[config.mk]
export PLATFORM = sky130hd
export DESIGN_NAME = game_input_ctrl_flat
export DESIGN_NICKNAME = d
export VERILOG_FILES = /design/src/rtl/game_input_ctrl_if.sv /design/src/rtl/game_input_ctrl.sv /design/src/flat_wrapper.sv
export SDC_FILE = /design/constraint.sdc
export NUM_CORES = 1
export LEC_CHECK = 0
export CAP_MARGIN = 25
export CORE_MARGIN = 3
export CORE_UTILIZATION = 55
export DETAILED_ROUTE_END_ITERATION = 7
export PLACE_DENSITY = 0.73
export SLEW_MARGIN = 20
export SYNTH_ARGS = -nofsm -noshare
export SYNTH_HDL_FRONTEND = slang
export SYNTH_SLANG_ARGS = --single-unit
[constraint.sdc]
create_clock -name AHB_HCLK -period 5.32 [get_ports AHB_HCLK]
set_input_delay 1.064 -clock AHB_HCLK [delete_from_list [all_inputs] [get_ports AHB_HCLK]]
set_output_delay 1.064 -clock AHB_HCLK [all_outputs]
set_load 0.01 [all_outputs]
[src/rtl/game_input_ctrl_if.sv]
// Game-control bundle between the AHB register block and the paddle logic.
// Carries debounced-input sources in and paddle/state results out.
interface game_input_ctrl_if;
    logic [1:0] mcu_btn;
    logic [1:0] mcu_sw;
    logic       mcu_str;
    logic       mcu_img;
    logic       frame_tick;
    logic [9:0] paddle_x;
    logic [7:0] paddle_len;
    logic       game_run;
    logic       show_game;
    logic       upd;

    modport master (
        output mcu_btn, mcu_sw, mcu_str, mcu_img, frame_tick,
        input  paddle_x, paddle_len, game_run, show_game, upd
    );

    modport slave (
        input  mcu_btn, mcu_sw, mcu_str, mcu_img, frame_tick,
        output paddle_x, paddle_len, game_run, show_game, upd
    );
endinterface

[src/rtl/game_input_ctrl.sv]
// Synchronises and debounces game-control bits, runs the MENU/PAUSE/RUN
// state machine and moves a clamped paddle once per frame.
module game_input_ctrl #(
    parameter int DB_CYCLES = 50000,
    parameter int SCREEN_W  = 640,
    parameter int STEP      = 4
) (
    input logic              AHB_HCLK,
    input logic              AHB_HRESETn,
    game_input_ctrl_if.slave bus
);

    localparam int CW = (DB_CYCLES > 1) ? $clog2(DB_CYCLES) : 1;
    localparam logic [CW-1:0] DB_MAX = CW'(DB_CYCLES - 1);
    localparam logic [9:0] X_RST = 10'((SCREEN_W - 32) / 2);

    typedef enum logic [1:0] {MENU, PAUSE, RUN} state_t;

    logic [5:0] raw, sync1, sync2, stb;
    logic       str_prev, str_rise;
    state_t     state_q, state_d;
    logic [9:0] x_q, x_d, x_tick;
    logic [7:0] len_q, len_d, len_new;
    logic       upd_q, run_q, show_q;
    logic       menu_entry, go_left, go_right;
    logic signed [10:0] cand, lim;
    logic [10:0] ctr;

    // bits: [1:0] btn, [3:2] sw, [4] str, [5] img
    assign raw = {bus.mcu_img, bus.mcu_str, bus.mcu_sw, bus.mcu_btn};

    always_ff @(posedge AHB_HCLK or negedge AHB_HRESETn) begin
        if (!AHB_HRESETn) begin
            sync1 <= '0;
            sync2 <= '0;
        end else begin
            sync1 <= raw;
            sync2 <= sync1;
        end
    end

    for (genvar i = 0; i < 6; i++) begin : g_db
        logic [CW-1:0] cnt;
        logic          bit_q;
        always_ff @(posedge AHB_HCLK or negedge AHB_HRESETn) begin
            if (!AHB_HRESETn) begin
                cnt   <= '0;
                bit_q <= 1'b0;
            end else if (sync2[i] == bit_q) begin
                cnt <= '0;
            end else if (cnt == DB_MAX) begin
                cnt   <= '0;
                bit_q <= sync2[i];
            end else begin
                cnt <= cnt + 1'b1;
            end
        end
        assign stb[i] = bit_q;
    end

    assign str_rise = stb[4] & ~str_prev;

    always_comb begin
        state_d = state_q;
        unique case (state_q)
            MENU:    if (stb[5]) state_d = PAUSE;
            PAUSE:   if (!stb[5]) state_d = MENU;
                     else if (str_rise) state_d = RUN;
            RUN:     if (!stb[5]) state_d = MENU;
                     else if (str_rise) state_d = PAUSE;
            default: state_d = MENU;
        endcase
    end

    always_comb begin
        len_new = 8'd32;
        unique case (stb[3:2])
            2'b00: len_new = 8'd32;
            2'b01: len_new = 8'd64;
            2'b10: len_new = 8'd96;
            2'b11: len_new = 8'd128;
            default: len_new = 8'd32;
        endcase
    end

    assign go_left  = (state_q == RUN) & stb[0] & ~stb[1];
    assign go_right = (state_q == RUN) & stb[1] & ~stb[0];

    always_comb begin
        cand = $signed({1'b0, x_q});
        unique case (1'b1)
            go_left:  cand = $signed({1'b0, x_q}) - $signed(11'(STEP));
            go_right: cand = $signed({1'b0, x_q}) + $signed(11'(STEP));
            default:  cand = $signed({1'b0, x_q});
        endcase
        lim = $signed(11'(SCREEN_W) - {3'b000, len_new});
        if (cand < 0)
            x_tick = '0;
        else if (cand > lim)
            x_tick = lim[9:0];
        else
            x_tick = cand[9:0];
    end

    assign menu_entry = (state_q != MENU) && (state_d == MENU);
    assign ctr = (11'(SCREEN_W) - {3'b000, len_q}) >> 1;

    always_comb begin
        x_d   = x_q;
        len_d = len_q;
        if (bus.frame_tick) begin
            x_d   = x_tick;
            len_d = len_new;
        end
        // recentring uses the length in force before this cycle
        if (menu_entry)
            x_d = ctr[9:0];
    end

    always_ff @(posedge AHB_HCLK or negedge AHB_HRESETn) begin
        if (!AHB_HRESETn) begin
            state_q  <= MENU;
            x_q      <= X_RST;
            len_q    <= 8'd32;
            upd_q    <= 1'b0;
            run_q    <= 1'b0;
            show_q   <= 1'b0;
            str_prev <= 1'b0;
        end else begin
            state_q  <= state_d;
            x_q      <= x_d;
            len_q    <= len_d;
            upd_q    <= (x_d != x_q) || (len_d != len_q);
            run_q    <= (state_d == RUN);
            show_q   <= (state_d != MENU);
            str_prev <= stb[4];
        end
    end

    assign bus.paddle_x   = x_q;
    assign bus.paddle_len = len_q;
    assign bus.game_run   = run_q;
    assign bus.show_game  = show_q;
    assign bus.upd        = upd_q;

endmodule
[src/flat_wrapper.sv]
// flat-port wrapper written by rule: the top's interface ports become plain ports
module game_input_ctrl_flat 
#(
    parameter int DB_CYCLES = 50000,
    parameter int SCREEN_W  = 640,
    parameter int STEP      = 4
)
  (AHB_HCLK, AHB_HRESETn, bus_mcu_btn, bus_mcu_sw, bus_mcu_str, bus_mcu_img, bus_frame_tick, bus_paddle_x, bus_paddle_len, bus_game_run, bus_show_game, bus_upd);
  game_input_ctrl_if bus_i ();
  input logic AHB_HCLK;
  input logic AHB_HRESETn;
  input wire logic [$bits(bus_i.mcu_btn)-1:0] bus_mcu_btn;
  input wire logic [$bits(bus_i.mcu_sw)-1:0] bus_mcu_sw;
  input wire logic [$bits(bus_i.mcu_str)-1:0] bus_mcu_str;
  input wire logic [$bits(bus_i.mcu_img)-1:0] bus_mcu_img;
  input wire logic [$bits(bus_i.frame_tick)-1:0] bus_frame_tick;
  output wire logic [$bits(bus_i.paddle_x)-1:0] bus_paddle_x;
  output wire logic [$bits(bus_i.paddle_len)-1:0] bus_paddle_len;
  output wire logic [$bits(bus_i.game_run)-1:0] bus_game_run;
  output wire logic [$bits(bus_i.show_game)-1:0] bus_show_game;
  output wire logic [$bits(bus_i.upd)-1:0] bus_upd;
  assign bus_i.mcu_btn = bus_mcu_btn;
  assign bus_i.mcu_sw = bus_mcu_sw;
  assign bus_i.mcu_str = bus_mcu_str;
  assign bus_i.mcu_img = bus_mcu_img;
  assign bus_i.frame_tick = bus_frame_tick;
  assign bus_paddle_x = bus_i.paddle_x;
  assign bus_paddle_len = bus_i.paddle_len;
  assign bus_game_run = bus_i.game_run;
  assign bus_show_game = bus_i.show_game;
  assign bus_upd = bus_i.upd;
  game_input_ctrl #(.DB_CYCLES(DB_CYCLES), .SCREEN_W(SCREEN_W), .STEP(STEP)) u_core (.AHB_HCLK(AHB_HCLK), .AHB_HRESETn(AHB_HRESETn), .bus(bus_i));
endmodule
* Yosys cells after proc, flatten, opt, wreduce, memory -nomap -nowiden *
Cells that the tools add are included.

word-level totals
  bits in registers = 138
  input bits = 9
  output and inout bits = 21
  word-level logic and storage cells = 105

operators by class
  add/subtract/negate cells = 10
  $lt $le $gt $ge = 2
  eq/ne operators = 20
  multiplexer cells = 25
  bitwise operators = 14
  reductions and logical operators = 13

operators with widths
  operator               number
  $mux 16                12
  $add 16x1->16 const B  6
  $eq 16x16->1 const B   6
  $mux 10                4
  $pmux 8 s4             1
  $pmux 11 s2            1
  $sub 10x8->11 const A  2
  $reduce_and 2->1       6
  $add 10x3->11 const B  1
  $gt 11x11->1           1
  $lt 11x1->1 const B    1
  $sub 10x3->11 const B  1
  $mux 2                 5
  $ne 10x10->1           1
  $not 1->1              9
  $eq 2x2->1 const B     4
  $mux 8                 1
  $ne 8x8->1             1
  $eq 1x1->1             6
  $logic_not 2->1        3
  $pmux 2 s3             1
  $and 1x1->1            5
  $eq 2x1->1 const B     2
  $reduce_bool 2->1      2
  2 further kinds        2

* Logic depth before layout (Yosys ltp) *
  word-level depth = 11
  gate-level depth with buffers = 18
  depth with buffers taken out = 18

* Worst setup path before layout *
OpenSTA, ideal clock, no wires.

  kind = register to register
  start = register u_core.g_db[0].bit_q
  end = register u_core.upd_q (netlist: u_core.bus.upd)
  library setup time = 135 ps
  arrival = 4266 ps
  required time = 5185 ps
  setup slack = 919 ps
  stages on the path, launching flop included = 18
  path buffers = 0
  period minus slack after synthesis = 4401 ps
  cells stage by stage = dfrtp_1 and2b_2 nand2_1 inv_1 fa_1 nand3b_1 nand3_1 a21oi_1 xnor2_1 mux2_2 ha_1 a2111oi_2 o32ai_2 o31a_2 o41a_1 xnor2_1 a2111oi_2 nand4_1

on the way
  cells in the longest elaborated chain, start to end = 10
  elaborated cells on any way between the ends = 13
  those cells by class = 2 x order compare; 1 x eq/ne; 5 x mux; 4 x bitwise; 1 x reduce/logical

ends and longest elaborated chain
  item                                             RTL line                                      RTL
  from (decl)                                      game_input_ctrl.sv:44                         logic bit_q;
  from (signal assigned)                           game_input_ctrl.sv:53                         bit_q <= sync2[i];
  $and 1x1->1 / $not 1->1 (equally long branches)  game_input_ctrl.sv:86, game_input_ctrl.sv:87
  $and 1x1->1, on equally long branches            game_input_ctrl.sv:86, game_input_ctrl.sv:87
  $pmux 11 s2 *                                    game_input_ctrl.sv:91                         unique case (1'b1)
  $gt 11x11->1                                     game_input_ctrl.sv:99                         else if (cand > lim)
  $mux 10                                          game_input_ctrl.sv:99
  $mux 10 *                                        game_input_ctrl.sv:97                         if (cand < 0)
  $mux 10 *                                        game_input_ctrl.sv:111                        if (bus.frame_tick) begin
  $mux 10 *                                        game_input_ctrl.sv:116                        if (menu_entry)
  $ne 10x10->1 *                                   game_input_ctrl.sv:133                        upd_q <= (x_d != x_q) || (len_d != len_q);
  $logic_or 1x1->1 *                               game_input_ctrl.sv:133
  to (signal assigned)                             game_input_ctrl.sv:133
  to (decl)                                        game_input_ctrl.sv:24                         logic upd_q, run_q, show_q;

Every way passes the cells marked *; elsewhere a longest branch is shown, timed or not.
A chain may end at the register's enable or synchronous reset.

* Final worst setup path *
Ends and elaborated chain as after synthesis.

==> out/metrics.yaml <==
slew_headroom_pct: 35.5
clk_pin_slew_ns: 0.06
grt.total_usage_pct: 22.6
seqCellArea_um2: 3460
p_per_area_nw_per_um2: 291
avgSynthCellArea_um2: 9.74
startpoint_type: "flop"
die_w_um: 122
initial_utilization_pct: 57.3
async_flop_share_pct: 100
cp.buffers_inverters: 1
dieArea_um2: 14800
synth_seq_cells: 138
status: "complete, no violations"
required_ns: 5.61
cap_violations: 0
synth_edf_count: 0
cts_tree: "built"
grt_pass1_vias: 5439
vias: 5518
fmax_ghz: 0.202
synth_top_cell_by_area: "dfrtp_1"
grt_setup_unrepaired: "false"
detail_route.first_pass.iterations: 5
grt_pass1_wl_um: 26600
yosys_warnings: 0
worstMarginPinSlew_ns: 0.968
cp-end-kind: "flop"
core.rowCount: 41
hold_class: "flop to flop"
io_buffer_count: 29
drive_above_1_share_pct: 8.44
dpl.hpwl_um: 10700
seq_area_frac_synth_pct: 46.9
critPathSlowestCell: "a2111oi_2"
cts-buffers-inserted: 17
multi_input_area_um2: 3780
synth_top_area_share_pct: 45.5
vias_per_cell: 5.64
synth_cell_types: 69
cpPeakStageDelay_ns: 0.51
slew_violations: 0
pin_count: 30
final_nets: 825
clock_latency_ns: 0.42
antenna_cells: 0
fin_setup_tns_ns: 0
clk_path_buf_depth: 2
critical_path_arrival_ns: 5.24
antenna_found_initial: 0
fill_cells: 1024
drcViolationCount: 0
syn_nets: 789
fin_crit_sh_pct: 93.0
cts-htree-levels: 4
path_class: "flop to flop"
grt_remaining_overflow: 0
wl_per_cell_um: 15.9
ys.flop_type: "dfrtp_1"
setup_viol: 0
min_period_ns: 4.95
synthCells: 757
ctsRootBufferMaster: "clkbuf_16"
hold_viol_final: 0
ir_drop_mv: 0.220
drt_iter0_drc: 564
postCtsHoldBufs: 0
coreArea_um2: 12900
power_mw: 2.46
skew_ns: 0.0112
critical_path.top_delay_family: "compound AO/OA/AOI/OAI gates"
critPathMaxFanout: 9
grt_start_max_net_pins: 106
synth.area.top_cells: "dfrtp_1 45%, xor2_1 7.0%, nor2_1 6.7%"
crit_chain: "and2b_2, nand2_1, inv_1, fa_1, nand3b_1, nand3_1, a21oi_1, xnor2_1, mux2_2, ha_1, a2111oi_2, o32ai_2, o31a_2, o41a_1, xnor2_1, a2111oi_2, nand4_1"
ant_nets: 0
wl_um: 15500
p_leak_nw: 3.76
cts_sinks: 138
synth_area_um2: 7370
gp_congestion: 0.954
layout-area-overhead-vs-synth_pct: 14.6
cts_setup_buffers: 0
post_cts_resized: 0
synthTopCellsByCount: "134 x dfrtp_1, 131 x nor2_1, 59 x nand2_1, 59 x xor2_1, 50 x xnor2_1"
synth_most_common_cell: "dfrtp_1"
die-height_um: 122
## metrics by stage
step	cells	utilization [%]	area, um2	hold slack [ns]	setup slack [ns]
global placement	945	60.9	7840	0.335	0.600
global route	978	65.6	8450	0.355	0.0148
floorplan	757	-	7370	0.331	0.919
detailed placement	945	60.9	7840	0.337	0.399
finish	978	65.6	8450	0.352	0.374
CTS	977	65.4	8420	0.355	0.369
## final cells by class
type	count	area share, %
Clock inverter	9	1.38
Inverter	18	0.800
Clock buffer	23	5.54
Timing Repair Buffer	33	4.04
Tap cell	172	2.55
Sequential cell	138	40.9
Multi-Input combinational cell	585	44.8
## state kept, by name, summed over array words and instances, names as in the netlist
signal                 flops
u_core.bus.game_run        1
u_core.bus.paddle_len      8
u_core.bus.paddle_x       10
u_core.bus.show_game       1
u_core.bus.upd             1
u_core.g_db.bit_q          6
u_core.g_db.cnt           96
u_core.state_q             2
u_core.str_prev            1
u_core.sync1               6
u_core.sync2               6
## final timing paths
path                                                  start                               end  slack (ns)  depth (start not counted)
min in group asynchronous                       AHB_HRESETn  u_core.g_db[3].cnt[14]$_DFF_PN0_        0.49                          1
max in group asynchronous                       AHB_HRESETn   u_core.g_db[0].cnt[4]$_DFF_PN0_        3.69                          3
max                        u_core.g_db[0].bit_q$_DFFE_PN0P_          u_core.bus.upd$_DFF_PN0_        0.37                         17
max reg2reg                u_core.g_db[0].bit_q$_DFFE_PN0P_          u_core.bus.upd$_DFF_PN0_        0.37                         17
min                               u_core.sync1[2]$_DFF_PN0_         u_core.sync2[2]$_DFF_PN0_        0.35                          0
min reg2reg                       u_core.sync1[2]$_DFF_PN0_         u_core.sync2[2]$_DFF_PN0_        0.35                          0
## layer usage
layer  vias to the layer above  global-route usage (%)  part of all wire (%)
met5                         -                       0                     0
met4                         0                    7.42                   1.7
met3                        25                    5.48                   4.3
met2                       106                    35.5                    48
met1                      2711                    31.0                    46
li1                       2676                       -                     -
## placed cells by master (no fill, tap or decap), types with 22 or more instances in the layout
cell               n
nor3_1            22
xor2_1            59
nand2_1           59
nor2_1           131
and3_1            31
clkdlybuf4s50_1   28
xnor2_1           50
ha_1              22
nand3_1           38
dfrtp_1          134
## power by group
| group | switching [mW] | internal, mW | leakage, nW |
|---|---|---|---|
| Sequential | 0.0205 | 1.07 | 1.86 |
| Clock | 0.448 | 0.718 | 0.282 |
| Combinational | 0.116 | 0.0830 | 1.62 |
| Total | 0.585 | 1.87 | 3.76 |
## kinds of logic after synthesis
kind of cell    synth area share, %
simple gates                   22.7
compound gates                 9.18
buf+inv                        1.77
fa+ha+maj                      4.01
mux                            2.21
xor+xnor                       13.2
flops                          46.9
other cells                   0.102
Note: power is estimated with default switching activity, not from simulation.
